<file path="src/rtl/alu_issue_stage.sv">
// RV32I execute-issue stage: decodes the ALU operation and operands, then holds them in a
// two-entry (main + skid) buffer behind a valid/ready handshake toward the ALU.
module alu_issue_stage #(
  parameter int DATA_WIDTH    = 32,
  parameter int OPCODE_LENGTH = 4
) (
  input  logic                     clk,
  input  logic                     rst_n,
  input  logic                     flush,
  input  logic                     in_valid,
  output logic                     in_ready,
  input  logic [6:0]               opcode,
  input  logic [2:0]               funct3,
  input  logic                     funct7_5,
  input  logic [DATA_WIDTH-1:0]    rs1_data,
  input  logic [DATA_WIDTH-1:0]    rs2_data,
  input  logic [DATA_WIDTH-1:0]    imm,
  input  logic [DATA_WIDTH-1:0]    pc,
  output logic                     out_valid,
  input  logic                     out_ready,
  output logic [DATA_WIDTH-1:0]    SrcA,
  output logic [DATA_WIDTH-1:0]    SrcB,
  output logic [OPCODE_LENGTH-1:0] Operation,
  output logic                     br_invert,
  output logic                     illegal,
  output logic [31:0]              issue_count
);

  typedef enum logic [3:0] {
    ALU_ADD  = 4'b0000,
    ALU_SUB  = 4'b0001,
    ALU_XOR  = 4'b0010,
    ALU_OR   = 4'b0011,
    ALU_AND  = 4'b0100,
    ALU_SRL  = 4'b0101,
    ALU_SLL  = 4'b0110,
    ALU_SRA  = 4'b0111,
    ALU_SLT  = 4'b1000,
    ALU_SLTU = 4'b1001,
    ALU_EQ   = 4'b1010
  } alu_op_e;

  typedef enum logic [6:0] {
    OPC_OP     = 7'b0110011,
    OPC_OP_IMM = 7'b0010011,
    OPC_LOAD   = 7'b0000011,
    OPC_STORE  = 7'b0100011,
    OPC_BRANCH = 7'b1100011,
    OPC_LUI    = 7'b0110111,
    OPC_AUIPC  = 7'b0010111,
    OPC_JAL    = 7'b1101111,
    OPC_JALR   = 7'b1100111
  } opcode_e;

  typedef enum logic [1:0] {
    S_EMPTY = 2'd0,
    S_ONE   = 2'd1,
    S_TWO   = 2'd2
  } state_e;

  typedef struct packed {
    logic [DATA_WIDTH-1:0]    src_a;
    logic [DATA_WIDTH-1:0]    src_b;
    logic [OPCODE_LENGTH-1:0] op;
    logic                     br_invert;
    logic                     illegal;
  } entry_t;

  // ---------------------------------------------------------------------------
  // Decode (input side)
  // ---------------------------------------------------------------------------
  alu_op_e               dec_op;
  logic [DATA_WIDTH-1:0] dec_a;
  logic [DATA_WIDTH-1:0] dec_b_raw;
  logic [DATA_WIDTH-1:0] dec_b;
  logic                  dec_inv;
  logic                  dec_illegal;
  entry_t                dec_entry;

  // NOTE: every always_comb output gets a default first so no path leaves it unassigned,
  // which would otherwise infer a latch.
  always_comb begin
    dec_op      = ALU_ADD;
    dec_a       = '0;
    dec_b_raw   = '0;
    dec_inv     = 1'b0;
    dec_illegal = 1'b0;

    case (opcode)
      OPC_OP, OPC_OP_IMM: begin
        dec_a     = rs1_data;
        dec_b_raw = (opcode == OPC_OP) ? rs2_data : imm;
        case (funct3)
          3'b000: dec_op = (opcode == OPC_OP && funct7_5) ? ALU_SUB : ALU_ADD;
          3'b001: dec_op = ALU_SLL;
          3'b010: dec_op = ALU_SLT;
          3'b011: dec_op = ALU_SLTU;
          3'b100: dec_op = ALU_XOR;
          3'b101: dec_op = funct7_5 ? ALU_SRA : ALU_SRL;
          3'b110: dec_op = ALU_OR;
          3'b111: dec_op = ALU_AND;
        endcase
      end
      OPC_LOAD, OPC_STORE: begin
        dec_a     = rs1_data;
        dec_b_raw = imm;
      end
      OPC_BRANCH: begin
        // funct3[0] selects the negated form (BNE/BGE/BGEU) of the compare.
        case (funct3)
          3'b000, 3'b001: dec_op = ALU_EQ;
          3'b100, 3'b101: dec_op = ALU_SLT;
          3'b110, 3'b111: dec_op = ALU_SLTU;
          default:        dec_illegal = 1'b1;
        endcase
        if (!dec_illegal) begin
          dec_a     = rs1_data;
          dec_b_raw = rs2_data;
          dec_inv   = funct3[0];
        end
      end
      OPC_LUI: begin
        dec_b_raw = imm;
      end
      OPC_AUIPC: begin
        dec_a     = pc;
        dec_b_raw = imm;
      end
      OPC_JAL, OPC_JALR: begin
        dec_a     = pc;
        dec_b_raw = DATA_WIDTH'(4);
      end
      default: dec_illegal = 1'b1;
    endcase
  end

  // Shift amount is only the low five bits; the rest of SrcB is cleared for the ALU.
  always_comb begin
    dec_b = dec_b_raw;
    if (dec_op == ALU_SLL || dec_op == ALU_SRL || dec_op == ALU_SRA) begin
      dec_b = DATA_WIDTH'(dec_b_raw[4:0]);
    end
  end

  assign dec_entry = '{
    src_a:     dec_a,
    src_b:     dec_b,
    op:        OPCODE_LENGTH'(dec_op),
    br_invert: dec_inv,
    illegal:   dec_illegal
  };

  // ---------------------------------------------------------------------------
  // Occupancy FSM
  // ---------------------------------------------------------------------------
  state_e state_q, state_d;
  logic   push, pop;
  logic   load_main_dec, load_main_skid, load_skid;
  entry_t main_q, skid_q;
  logic [31:0] issue_count_q;

  assign in_ready  = (state_q != S_TWO);
  assign out_valid = (state_q != S_EMPTY);
  assign push      = in_valid & in_ready;
  assign pop       = out_valid & out_ready;

  // NOTE: sequential state is written with non-blocking assignments so every flop samples
  // pre-edge values regardless of statement order.
  always_ff @(posedge clk or negedge rst_n) begin
    if (!rst_n) begin
      state_q <= S_EMPTY;
    end else begin
      state_q <= state_d;
    end
  end

  always_comb begin
    state_d        = state_q;
    load_main_dec  = 1'b0;
    load_main_skid = 1'b0;
    load_skid      = 1'b0;

    case (state_q)
      S_EMPTY: begin
        if (push) begin
          state_d       = S_ONE;
          load_main_dec = 1'b1;
        end
      end
      S_ONE: begin
        if (push && pop) begin
          load_main_dec = 1'b1;
        end else if (push) begin
          state_d   = S_TWO;
          load_skid = 1'b1;
        end else if (pop) begin
          state_d = S_EMPTY;
        end
      end
      S_TWO: begin
        if (pop) begin
          state_d        = S_ONE;
          load_main_skid = 1'b1;
        end
      end
      default: state_d = S_EMPTY;
    endcase

    // Flush overrides everything: the same-cycle push is dropped along with both entries.
    if (flush) begin
      state_d        = S_EMPTY;
      load_main_dec  = 1'b0;
      load_main_skid = 1'b0;
      load_skid      = 1'b0;
    end
  end

  // ---------------------------------------------------------------------------
  // Entry registers and issue counter
  // ---------------------------------------------------------------------------
  // NOTE: the two entry registers are reset because their contents drive the outputs
  // directly and must read as zero out of reset.
  always_ff @(posedge clk or negedge rst_n) begin
    if (!rst_n) begin
      main_q <= '0;
      skid_q <= '0;
    end else begin
      if (load_main_dec) begin
        main_q <= dec_entry;
      end else if (load_main_skid) begin
        main_q <= skid_q;
      end
      if (load_skid) begin
        skid_q <= dec_entry;
      end
    end
  end

  // A pop in a flush cycle has already been accepted downstream, so it still counts.
  always_ff @(posedge clk or negedge rst_n) begin
    if (!rst_n) begin
      issue_count_q <= '0;
    end else if (pop) begin
      issue_count_q <= issue_count_q + 32'd1;
    end
  end

  assign SrcA        = main_q.src_a;
  assign SrcB        = main_q.src_b;
  assign Operation   = main_q.op;
  assign br_invert   = main_q.br_invert;
  assign illegal     = main_q.illegal;
  assign issue_count = issue_count_q;

endmodule

</file>
<file path="config.mk">
export PLATFORM = sky130hd
export DESIGN_NAME = alu_issue_stage
export DESIGN_NICKNAME = d
export VERILOG_FILES = /design/src/rtl/alu_issue_stage.sv
export SDC_FILE = /design/constraint.sdc
export NUM_CORES = 1
export LEC_CHECK = 0
export BUFFER_PORTS_ARGS = -buffer_cell sky130_fd_sc_hd__buf_2
export CORE_MARGIN = 4
export CORE_UTILIZATION = 30
export DETAILED_ROUTE_END_ITERATION = 12
export GPL_ROUTABILITY_DRIVEN = 0
export SYNTH_ARGS = -nofsm -noshare
export SYNTH_HDL_FRONTEND = slang
export SYNTH_SLANG_ARGS = --single-unit
</file>
<file path="constraint.sdc">
create_clock -name clk -period 2.15 [get_ports clk]
set_input_delay 0.43 -clock clk [delete_from_list [all_inputs] [get_ports clk]]
set_output_delay 0.43 -clock clk [all_outputs]
set_load 0.1 [all_outputs]
</file>
# After elaboration in Yosys (flattened, before gate mapping)
# Cells that the tools add are included.
[totals] inputBits=144 ff_bits=174
[classes] n_bitwise=2 muxes=35 n_reduce_logical=19 n_addsub=1 n_eq_ne=26
[op_table] cell="$mux W70" count=2
[op_table] cell="$mux W32" count=4
[op_table] cell="$pmux W32 S4" count=1
[op_table] cell="$pmux W32 S3" count=1
[op_table] cell="$add A32 B1 Y32 const B" count=1
[op_table] cell="$pmux W4 S8" count=1
[op_table] cell="$eq A7 B6 Y1 const B" count=3
[op_table] cell="$eq A7 B7 Y1 const B" count=3
[op_table] cell="$eq A7 B5 Y1 const B" count=2
[op_table] cell="$mux W1" count=14
[op_table] cell="$mux W2" count=7
[op_table] cell="$eq A3 B3 Y1 const B" count=4
[op_table] cell="$eq A4 B3 Y1 const B" count=3
[op_table] cell="$pmux W4 S3" count=1
[op_table] cell="$reduce_or A2 Y1" count=5
[op_table] cell="$ne A3 B3 Y1 const B" count=3
[op_table] cell="$pmux W4 S2" count=1
[op_table] cell="$reduce_or A4 Y1" count=2
[op_table] cell="$reduce_or A8 Y1" count=1
[op_table] cell="$eq A7 B2 Y1 const B" count=1
[op_table] cell="$eq A3 B2 Y1 const B" count=2
[op_table] cell="$pmux W2 S3" count=1
[op_table] cell="$reduce_or A6 Y1" count=1
[op_table] cell="$ne A4 B4 Y1 const B" count=1
[op_table] cell="other kinds (13)" count=18

# Longest topological paths before layout
[depth] ltp_word=10 ltp_mapped=7

# Worst setup path before layout
# OpenSTA, ideal clock, no wires.
[synth_path] kind="flip-flop to flip-flop" start="reg issue_count_q[13] (netlist: issue_count[13])" end="reg issue_count_q[22] (netlist: issue_count[22])" setup_slack_ps=-236 t_required_ps=1991 synth_period_minus_slack_ps=2386 stages_incl_launch_ff=6 arrival_ps=2227 cell_sequence="dfrtp_1 and4_1 nand3_1 nor4b_4 nand4_1 xnor2_1"
[synth_between] elab_chain_cells=1
[synth_rtl] item="start: declaration" line="160" rtl="logic [31:0] issue_count_q;"
[synth_rtl] item="start signal: assignment" line="244" rtl="issue_count_q <= issue_count_q + 32'd1;"
[synth_rtl] item="$add A32 B1 Y32" line="244"
# No other way between the ends.
# A chain may end at the register's enable or synchronous reset.

# Worst setup path after layout
[layout_path] start="reg state_q[0]" end="out in_ready"
[layout_between] elab_chain_cells=1
[layout_rtl] item="start: declaration" line="156" rtl="state_e state_q, state_d;"
[layout_rtl] item="start signal: assignment" line="173" rtl="state_q <= state_d;"
[layout_rtl] item="$ne A2 B2 Y1" line="162" rtl="assign in_ready = (state_q != S_TWO);"
[layout_rtl] item="end: declaration" line="11" rtl="output logic in_ready,"
# No other way between the ends.

==> run metrics <==
Via-to-Cell Ratio 4.91; via count 6845; Tot Pwr 0.00816 W; pin count of the biggest net entering global routing 81; CP Launch Point state_q[0]; share of flip-flops with an asynchronous set or reset 1.00; Leak 5.04 nW; final instance area 0.0106 sq mm; count leader, synth dfrtp_1; drt wl/cell 16.8 microns; number of port buffers 247; DP HPWL 15600 microns; crit path kind register to primary output; Num CTS Buffers 17; drt pass-1 iters 5; final WL 23400 microns; worst-margin pin slew 0.676 ns; post-cts resize count 0; top post-synthesis cells by count 174 x dfrtp_1, 92 x nand2_1, 72 x a22oi_1, 53 x and3_1, 53 x o21ai_1; starting density of the core 0.306; CTS HTree Levels 4; Setup TNS 0 ns; power per cell area 770 mW/mm^2; worst path required time 1.72 ns; vias in the first global route 6993; layout cell share with drive strength beyond 1 0.377; worst skew pair latency 0.42 ns; Tmin final 2.04 ns; nets 1155; mapped cell area 0.00830 sq mm; skew final 0.0147 ns; largest family of logic cells by synthesized area compound AO/OA/AOI/OAI gates; Final ANT Viol Nets 0; Syn Nets 927; VDD IR max 0.000449 V; Yosys warning count 0; Layout area overhead 27.7%; Hold Path Class primary input to register; Seq cells post-synth 174; # setup viols final 0; CTS tree yes; IO Count 248; top_reg_cell synth dfrtp_1; die height 174 microns; critical path peak fanout 7; global router's overall resource usage 0.153; GRT Residual Overflow 0; post-synthesis adder-cell area fraction 0.00151; Starting DRT DRC Count 409; die area 0.0304 sq mm; total core area 0.0271 sq mm; Seq/Total Area, Yosys 0.525; area leader, netlist dfrtp_1; clk slew on worst S/H paths 0.08 ns; final-report hold violation count 0; Post-Synth Simple-Gate Area 0.140; multiplexer area fraction after synthesis 0.0163; Synth Instances 782; hold buffer count at CTS 1; Yosys top cell area share 0.525; Max transition margin 0.548; CTS root buf clkbuf_16; Post-synth EDFFs 0; RSZ-0062 raised after global routing no; crit path DAT 1.61 ns; Max-Cap Viols 0; Max Slew Vio Count 0; Startpoint Class register; first-pass GRT wire length 38000 microns; placed instance area 0.0100 sq mm; clock sink count 174; post-synthesis cell type count 50; fin util 0.391; hold path start out_ready; drt drc 0; outcome finished clean; R2R setup slack 0.29 ns; r2r startpoint state_q[0]; Max Root-Sink Buffers 2; row count 60; Chip Width 174 microns; fin crit share 0.951; Antenna Cells 0; initial antenna violation count 0; Synth Area in XOR/XNOR 0.0338; Post-CTS Repair Setup Buffers 0; max frequency 0.489 GHz; ranking of synthesized cells by area dfrtp_1 52%, a22oi_1 6.5%, nand2_1 4.2%; Synth Area in Compound Gates 0.236; crit end category primary output; Syn Area/Cell 10.6 sq um
[cell usage in the layout (no fill, tap or decap), drive strengths merged, types with 11 or more instances in the layout]
| cell type | n |
|---|---|
| a21oi | 56 |
| a22oi | 72 |
| and3 | 53 |
| buf | 270 |
| clkbuf | 18 |
| dfrtp | 174 |
| inv | 13 |
| mux2 | 12 |
| nand2 | 92 |
| nand3 | 12 |
| nand4 | 11 |
| nor2 | 12 |
| o21ai | 87 |
| o31ai | 56 |
| xnor2 | 26 |
[critical path, stage by stage (launching register included)]
cell and delay (ns):
dfrtp_1 0.44, and2b_1 0.25, inv_2 0.08, buf_2 0.42
[final timing paths]
path | endpoint | depth (start not counted)
hold reg to reg | issue_count[31] | 1
max in group asynchronous | SrcA[20] | 3
setup / recovery | in_ready | 3
hold / removal | state_q[1] | 2
setup reg to reg | SrcB[25] | 6
min in group asynchronous | SrcA[24] | 2
[per-layer routing]
metal | part of all wire | vias up | routed length [microns] | track usage
met5 | 0 | - | 0 | 0
met1 | 0.46 | 3289 | 10700 | 0.204
met3 | 0.058 | 26 | 1360 | 0.0372
met2 | 0.46 | 193 | 10800 | 0.245
li1 | - | 3337 | - | -
met4 | 0.021 | 0 | 483 | 0.0498
[layout make-up]
class                   count  area, sq um
clock buffers              18          429
clock inverters            14          161
fillers                  2707        16500
inverters                   2         7.51
multi-input cells         544         3570
flip-flops and latches    174         4380
well taps                 372          465
repair buffers            271         1590
[logic make-up (layout without fill, tap and decap cells)]
family | count (synthesis) | in the layout
AO/OA/AOI/OAI | 280 | 280
XOR/XNOR | 32 | 32
adder cells (fa/ha/maj) | 1 | 1
buffers and inverters | 64 | 305
flip-flops | 174 | 174
multiplexers | 12 | 12
AND/OR/NAND/NOR | 219 | 219
[metrics by stage]
step                      instances  worst slack [ns]  hold slack (ns)
after global placement         1362             0.126            0.398
final                          1395             0.105            0.262
after global routing           1395            0.0295            0.263
after floorplan                 782            0.0226            0.134
after CTS                      1395            0.0784            0.237
after detailed placement       1362            0.0970            0.409
[power by group]
part	switching, W	internal, W	leakage [nW]
combinational	0.00109	0.000345	2.38
clock	0.00150	0.00168	0.294
sequential	0.000131	0.00342	2.37
[registers in the layout, summed over array words and instances, names as in the netlist]
signal / count
Operation: 4
SrcA: 32
SrcB: 32
br_invert: 1
illegal: 1
issue_count: 32
skid_q: 70
state_q: 2
Power figures use the tool's default switching activity.
